--- config.mk ---
export PLATFORM = sky130hd
export DESIGN_NAME = debounce_timer_arbiter
export DESIGN_NICKNAME = d
export VERILOG_FILES = /design/src/rtl/debounce_timer_arbiter.sv
export SDC_FILE = /design/constraint.sdc
export NUM_CORES = 1
export LEC_CHECK = 0
export ABC_AREA = 1
export BUFFER_PORTS_ARGS = -buffer_cell sky130_fd_sc_hd__buf_2
export CAP_MARGIN = 15
export CORE_ASPECT_RATIO = 1.1
export CORE_MARGIN = 10
export CORE_UTILIZATION = 45
export DETAILED_ROUTE_END_ITERATION = 12
export GPL_TIMING_DRIVEN = 0
export PLACE_DENSITY = 0.66
export SYNTH_ARGS = -nofsm -noshare
export SYNTH_HDL_FRONTEND = slang
export SYNTH_SLANG_ARGS = --single-unit
--- constraint.sdc ---
create_clock -name CLK -period 2.36 [get_ports CLK]
set_input_delay 0.236 -clock CLK [delete_from_list [all_inputs] [get_ports CLK]]
set_output_delay 0.236 -clock CLK [all_outputs]
set_load 0.03 [all_outputs]
--- src/rtl/debounce_timer_arbiter.sv ---
// Shares one debounce down-counter among NUM_CH debouncer channels.
// Round-robin grant, configurable period, and abort when the owner withdraws its request.
module debounce_timer_arbiter #(
    parameter int               NUM_CH     = 4,
    parameter int               CNT_W      = 16,
    parameter logic [CNT_W-1:0] RST_PERIOD = 16'd1000
) (
    input  logic              CLK,
    input  logic              RST,
    input  logic [NUM_CH-1:0] timer_req,
    input  logic [CNT_W-1:0]  cfg_period,
    input  logic              cfg_wr,
    output logic [NUM_CH-1:0] timer_grant,
    output logic [NUM_CH-1:0] timer_done,
    output logic              busy,
    output logic [CNT_W-1:0]  count_val
);

    localparam int                PTR_W    = $clog2(NUM_CH);
    localparam logic [PTR_W:0]    NUM_CH_W = (PTR_W+1)'(NUM_CH);
    localparam logic [PTR_W-1:0]  LAST_CH  = PTR_W'(NUM_CH - 1);
    localparam logic [NUM_CH-1:0] ONE_HOT0 = NUM_CH'(1);

    typedef enum logic [1:0] {IDLE, COUNT, DONE} state_t;

    state_t              r_state;
    state_t              w_nextState;
    logic [CNT_W-1:0]    r_period;
    logic [CNT_W-1:0]    r_count;
    logic [NUM_CH-1:0]   r_grant;
    logic [NUM_CH-1:0]   r_done;
    logic                r_busy;
    logic [PTR_W-1:0]    r_chan;
    logic [PTR_W-1:0]    r_rrPtr;

    logic [CNT_W-1:0]    w_countNext;
    logic [NUM_CH-1:0]   w_grantNext;
    logic [NUM_CH-1:0]   w_doneNext;
    logic [PTR_W-1:0]    w_chanNext;
    logic [PTR_W-1:0]    w_ptrNext;
    logic                w_found;
    logic [PTR_W-1:0]    w_pick;
    logic [PTR_W:0]      w_idx;
    logic                w_abort;
    logic                w_expire;

    // A written period of zero would never expire cleanly, so it is stored as one.
    always_ff @(posedge CLK) begin
        if (RST) begin
            r_period <= RST_PERIOD;
        end else if (cfg_wr) begin
            r_period <= (cfg_period == '0) ? CNT_W'(1) : cfg_period;
        end
    end

    // Round-robin search from r_rrPtr; the wrap compares against NUM_CH so odd channel counts work.
    always_comb begin
        w_found = 1'b0;
        w_pick  = '0;
        w_idx   = '0;
        for (int i = 0; i < NUM_CH; i++) begin
            w_idx = {1'b0, r_rrPtr} + (PTR_W+1)'(i);
            if (w_idx >= NUM_CH_W) begin
                w_idx = w_idx - NUM_CH_W;
            end
            if (!w_found && timer_req[w_idx[PTR_W-1:0]]) begin
                w_found = 1'b1;
                w_pick  = w_idx[PTR_W-1:0];
            end
        end
    end

    assign w_abort  = ~timer_req[r_chan];
    assign w_expire = (r_count == '0);

    always_ff @(posedge CLK) begin
        if (RST) begin
            r_state <= IDLE;
            r_grant <= '0;
            r_done  <= '0;
            r_busy  <= 1'b0;
            r_count <= '0;
            r_chan  <= '0;
            r_rrPtr <= '0;
        end else begin
            r_state <= w_nextState;
            r_grant <= w_grantNext;
            r_done  <= w_doneNext;
            r_busy  <= (w_nextState != IDLE);
            r_count <= w_countNext;
            r_chan  <= w_chanNext;
            r_rrPtr <= w_ptrNext;
        end
    end

    // Withdrawal of the owner's request wins over expiry in the same cycle.
    always_comb begin
        w_nextState = r_state;
        case (r_state)
            IDLE: begin
                if (w_found) begin
                    w_nextState = COUNT;
                end
            end
            COUNT: begin
                if (w_abort) begin
                    w_nextState = IDLE;
                end else if (w_expire) begin
                    w_nextState = DONE;
                end
            end
            DONE:    w_nextState = IDLE;
            default: w_nextState = IDLE;
        endcase
    end

    always_comb begin
        w_grantNext = r_grant;
        w_doneNext  = '0;
        w_countNext = r_count;
        w_chanNext  = r_chan;
        w_ptrNext   = r_rrPtr;
        case (r_state)
            IDLE: begin
                w_grantNext = '0;
                w_countNext = '0;
                if (w_found) begin
                    w_grantNext = ONE_HOT0 << w_pick;
                    w_countNext = r_period - CNT_W'(1);
                    w_chanNext  = w_pick;
                    w_ptrNext   = (w_pick == LAST_CH) ? '0 : w_pick + PTR_W'(1);
                end
            end
            COUNT: begin
                if (w_abort) begin
                    w_grantNext = '0;
                    w_countNext = '0;
                end else if (w_expire) begin
                    w_doneNext = ONE_HOT0 << r_chan;
                end else begin
                    w_countNext = r_count - CNT_W'(1);
                end
            end
            default: begin
                w_grantNext = '0;
                w_countNext = '0;
            end
        endcase
    end

    assign timer_grant = r_grant;
    assign timer_done  = r_done;
    assign busy        = r_busy;
    assign count_val   = r_count;

endmodule

---- Word-level counts from Yosys, hierarchy flattened ----
Index checks and enable logic that the tools add are counted.
Widths: inputs -> output; s select.
storage, ports and cells
  bits in registers ....................... 47
  output and inout bits ................... 25
  logic and storage cells ................. 83
cells by class
  add/sub/neg operators ................... 10
  $lt $le $gt $ge ......................... 9
  equal/unequal tests ..................... 4
  shift operators ......................... 2
  mux-type cells .......................... 35
  bitwise logic cells ..................... 3
  reduce and logical (&&, ||, !) cells .... 12
operator list
  cell                   count
  $mux 16                4
  $logic_not 16->1       2
  $pmux 16 s2            1
  $sub 16x1->16 const B  2
  $mux 2                 12
  $lt 2x3->1 const B     5
  $bmux 1 s2             5
  $ge 3x3->1 const B     3
  $mux 1                 9
  $mux 4                 2
  $pmux 4 s2             1
  $shl 1x2->4 const A    2
  $sub 2x1->2 const B    4
  $add 2x2->3 const B    2
  $pmux 2 s2             1
  $reduce_or 4->1        1
  $add 2x1->3 const B    1
  $ge 2x3->1 const B     1
  $logic_and 1x1->1      3
  $logic_not 1->1        3
  $ne 3x3->1 const B     1
  $not 1->1              3
  $add 2x1->2 const B    1
  $eq 2x1->1 const B     1
  other kinds (5)        5

---- Logic depth before layout (Yosys ltp) ----
  word-level depth ........................ 17
  depth in mapped cells ................... 14
  mapped depth without buffers ............ 13

---- Worst setup path before layout ----
No wires, ideal clock.
  path type ............................... register -> register
  start point ............................. register r_rrPtr[0]
  end point ............................... register r_rrPtr[1]
  library setup time ...................... 116 ps
  arrival time ............................ 1652 ps
  data required time ...................... 2244 ps
  setup slack ............................. 592 ps
  cell stages (with the launch flop) ...... 13
  cell sequence ........................... dfxtp_1 buf_6 inv_4 nand2_1 nand3_1 nand2_1 nor2_4 nand3_4 nand3_1 inv_1 ha_1 o21ai_0 nor2_1
between the ends
  word-level cells in the longest chain between the ends .. 16
RTL lines
  item                                                                  line  source
  start: declaration                                                    34    logic [PTR_W-1:0] r_rrPtr;
  start signal: assignment                                              92    r_rrPtr <= w_ptrNext;
  parallel branches: the longest is 13 deep, another holds $add 2x1->3  --
  $mux 2 *                                                              66    if (!w_found && timer_req[w_idx[PTR_W-1:0]]) begin
  via w_pick[0]                                                         42    logic [PTR_W-1:0] w_pick;
  $add 2x1->2 / $eq 2x2->1 (equally long branches)                      131   w_ptrNext = (w_pick == LAST_CH) ? '0 : w_pick + PTR_W'(1);
  $mux 2 *                                                              131
Mark *: on every way through the listed nets, which the timed path passes. The select of a mux whose other input is x is not followed.
A chain may end at the register's enable or synchronous reset.

---- Worst setup path after layout ----
Same ends and word-level chain as after synthesis.

==> results_dict.tcl <==
set metrics [dict create \
    relSlewSlack 0.6782 \
    ant_nets 0 \
    via_per_inst 4.828 \
    skew_ns 0.002757 \
    fillers 594 \
    use_met3 0.04068 \
    antenna_found_initial 0 \
    grt_pass1_vias 2483 \
    fin_crit_sh 0.8374 \
    synth.distinct_cells 30 \
    synth.net_count 442 \
    drt_iter0_markers 131 \
    cpPeakStageDelay_ns 0.31 \
    pre_cts_slack_ns 0.4024 \
    yosysSeqAreaShare 0.3478 \
    grt_first_pass_wirelength_um 11030 \
    hold_class "primary input to register" \
    final_cell_mix "nand2_1, nor2_1, buf_2" \
    cts.clk_slew.worst_paths_ns 0.08 \
    wl_um 6504 \
    overflow 0 \
    hold_viol 0 \
    gp_congestion 0.8635 \
    numCtsBuffers 5 \
    syn_to_final_growth_pct 17.16 \
    fin_crit_ns 1.976 \
    fin_nets 496 \
    finalMaxSlewViolations 0 \
    drive_gt1_frac 0.1709 \
    yosys.area_share.simple 0.3811 \
    synth_top_family_by_area "simple AND/OR/NAND/NOR gates" \
    worst_slew_pin_slew_ns 0.4827 \
    fin_ws_ns 0.3838 \
    synth-adder-area-share 0.02775 \
    finalSetupTns_ns 0 \
    p_per_area_nw_per_um2 1219 \
    dp.cells 537 \
    busiest_layer "met2" \
    setup_viol_count_final 0 \
    dp_hpwl_um 5238 \
    ios 48 \
    cts_sinks 47 \
    firstDrtPassIters 4 \
    grt_max_degree 15 \
    path_class "register to register" \
    cp.arrival_ns 2.17 \
    routedWlPerCell_um 11.93 \
    end_kind "register" \
    status "completed" \
    clock_path_buffers 2 \
    synth-xor-area-share 0.05504 \
    hold_ws_ns 0.1680 \
    die_x_um 93.93 \
    path_max_fanout 10 \
    yosysWarnings 0 \
    tritoncts "built" \
    worst_path_max_delay_cell "dfxtp_1" \
    path_cells "buf_6, inv_4, nand2_1, nand3_1, nand2_1, nor2_4, nand3_4, nand3_1, inv_1, ha_1, o21ai_0, nor2_1" \
    drc 0 \
    synth-compound-area-share 0.09574 \
    seqCellArea_um2 940.9 \
    ys_seq_elements 47 \
    start_util 0.4659 \
    port_buffers 47 \
    die_y_um 101.3 \
    post_cts_resized 0 \
    htree_levels 2 \
    post-cts-setup-buffers 0 \
    fmax_mhz 506.0 \
    cts_root_buf "clkbuf_8" \
    netlist_area_um2 2705 \
    fin_cells 545 \
    p_leak_nw 1.590 \
    use_met1 0.1863 \
    coreArea_um2 5806 \
    syn_area_per_cell_um2 6.550 \
    muxShareOfSynthArea 0 \
    final_common_cell "nand2_1" \
    cp-start-kind "register" \
    required_ns 2.56 \
    die_area_um2 9516 \
    multi_input_comb_area_um2 1514 \
    row_count 29 \
    grt_use_total 0.1393 \
    rsz0062_at_grt "false" \
    synth_cells 413 \
    clk_latency_ns 0.30 \
    cts_hold_buf 0 \
    n_antenna_cell 0 \
    use_met2 0.2097 \
    peakVddDrop_mv 0.8104 \
    drv_cap 0 \
    route.vias.total 2631 \
]
-- report_power, final --
part	total [W]	leakage (nW)	internal (W)	switching [W]
combinational	0.00208	1.14	0.000678	0.00140
sequential	0.00109	0.388	0.000964	0.000129
clock	0.000691	0.0654	0.000423	0.000268
-- per-stage QoR --
stage          power (W)  utilization  instance area (µm²)
3_5_place_dp    0.003183       0.5231                 3037
2_1_floorplan   0.002709            -                 2705
3_3_place_gp    0.003149       0.5231                 3037
6_report        0.003864       0.5459                 3169
5_1_grt         0.004222       0.5459                 3169
4_1_cts         0.003882       0.5459                 3169
-- final cells by class --
type | instances | area share
inverters | 48 | 0.05764
well taps | 77 | 0.03040
clock inverters | 2 | 0.01895
flip-flops and latches | 47 | 0.2969
plain buffers | 11 | 0.02132
clock buffers | 6 | 0.02290
repair buffers | 47 | 0.07422
multi-input cells | 307 | 0.4777
-- sequential cells by signal, indices dropped and copies added (netlist names) --
name / flops
count_val: 16
timer_grant: 4
r_rrPtr: 2
r_period: 16
busy: 1
timer_done: 4
r_chan: 2
r_state: 2
-- worst paths after layout --
path / depth (start not counted) / from / to / slack (ns)
worst max-delay path: 12 / r_rrPtr[0] / r_rrPtr[1] / 0.38
worst min-delay path: 3 / cfg_period[6] / r_period[6] / 0.17
worst max register to register: 12 / r_rrPtr[0] / r_rrPtr[1] / 0.38
worst min register to register: 2 / count_val[0] / count_val[0] / 0.47
-- cell families after synthesis --
logic type / Yosys count
and+or+nand+nor: 237
buffers and inverters: 59
AOI/OAI and AO/OA: 47
DFF: 47
xor gates and xnor gates: 17
adders and majority gates: 6
-- layer usage --
layer | vias to the layer above | wire length (µm)
li1 | 1421 | -
met1 | 1139 | 3332
met2 | 63 | 2696
met3 | 8 | 401
met4 | 0 | 73
met5 | - | 0
-- synth_stat cells, drive strengths merged --
| cell type | instances | area [µm²] |
|---|---|---|
| a211oi | 5 | 37.54 |
| inv | 48 | 182.7 |
| nand3 | 32 | 172.7 |
| xor2 | 15 | 131.4 |
| o21ai | 14 | 70.07 |
| dfxtp | 47 | 940.9 |
| nand4 | 7 | 43.79 |
| a21o | 1 | 7.510 |
| o211ai | 2 | 15.01 |
| clkbuf | 4 | 15.01 |
| a21oi | 25 | 128.9 |
| buf | 7 | 52.54 |
| nor2 | 60 | 237.7 |
| ha | 6 | 75.07 |
| xnor2 | 2 | 17.52 |
| nor4 | 4 | 25.02 |
| nand3b | 1 | 7.510 |
| or2 | 2 | 12.51 |
| nor3 | 8 | 40.04 |
| nand2 | 123 | 491.7 |
-- worst max-delay path, delay by kind of cell, from the launching register on --
family / cells / cell delay [ns]
and+or+nand+nor: 7 / 0.81
DFF: 1 / 0.31
buffers and inverters: 3 / 0.31
adders and majority gates: 1 / 0.29
AOI/OAI and AO/OA: 1 / 0.16
(Power assumes the default switching activity.)
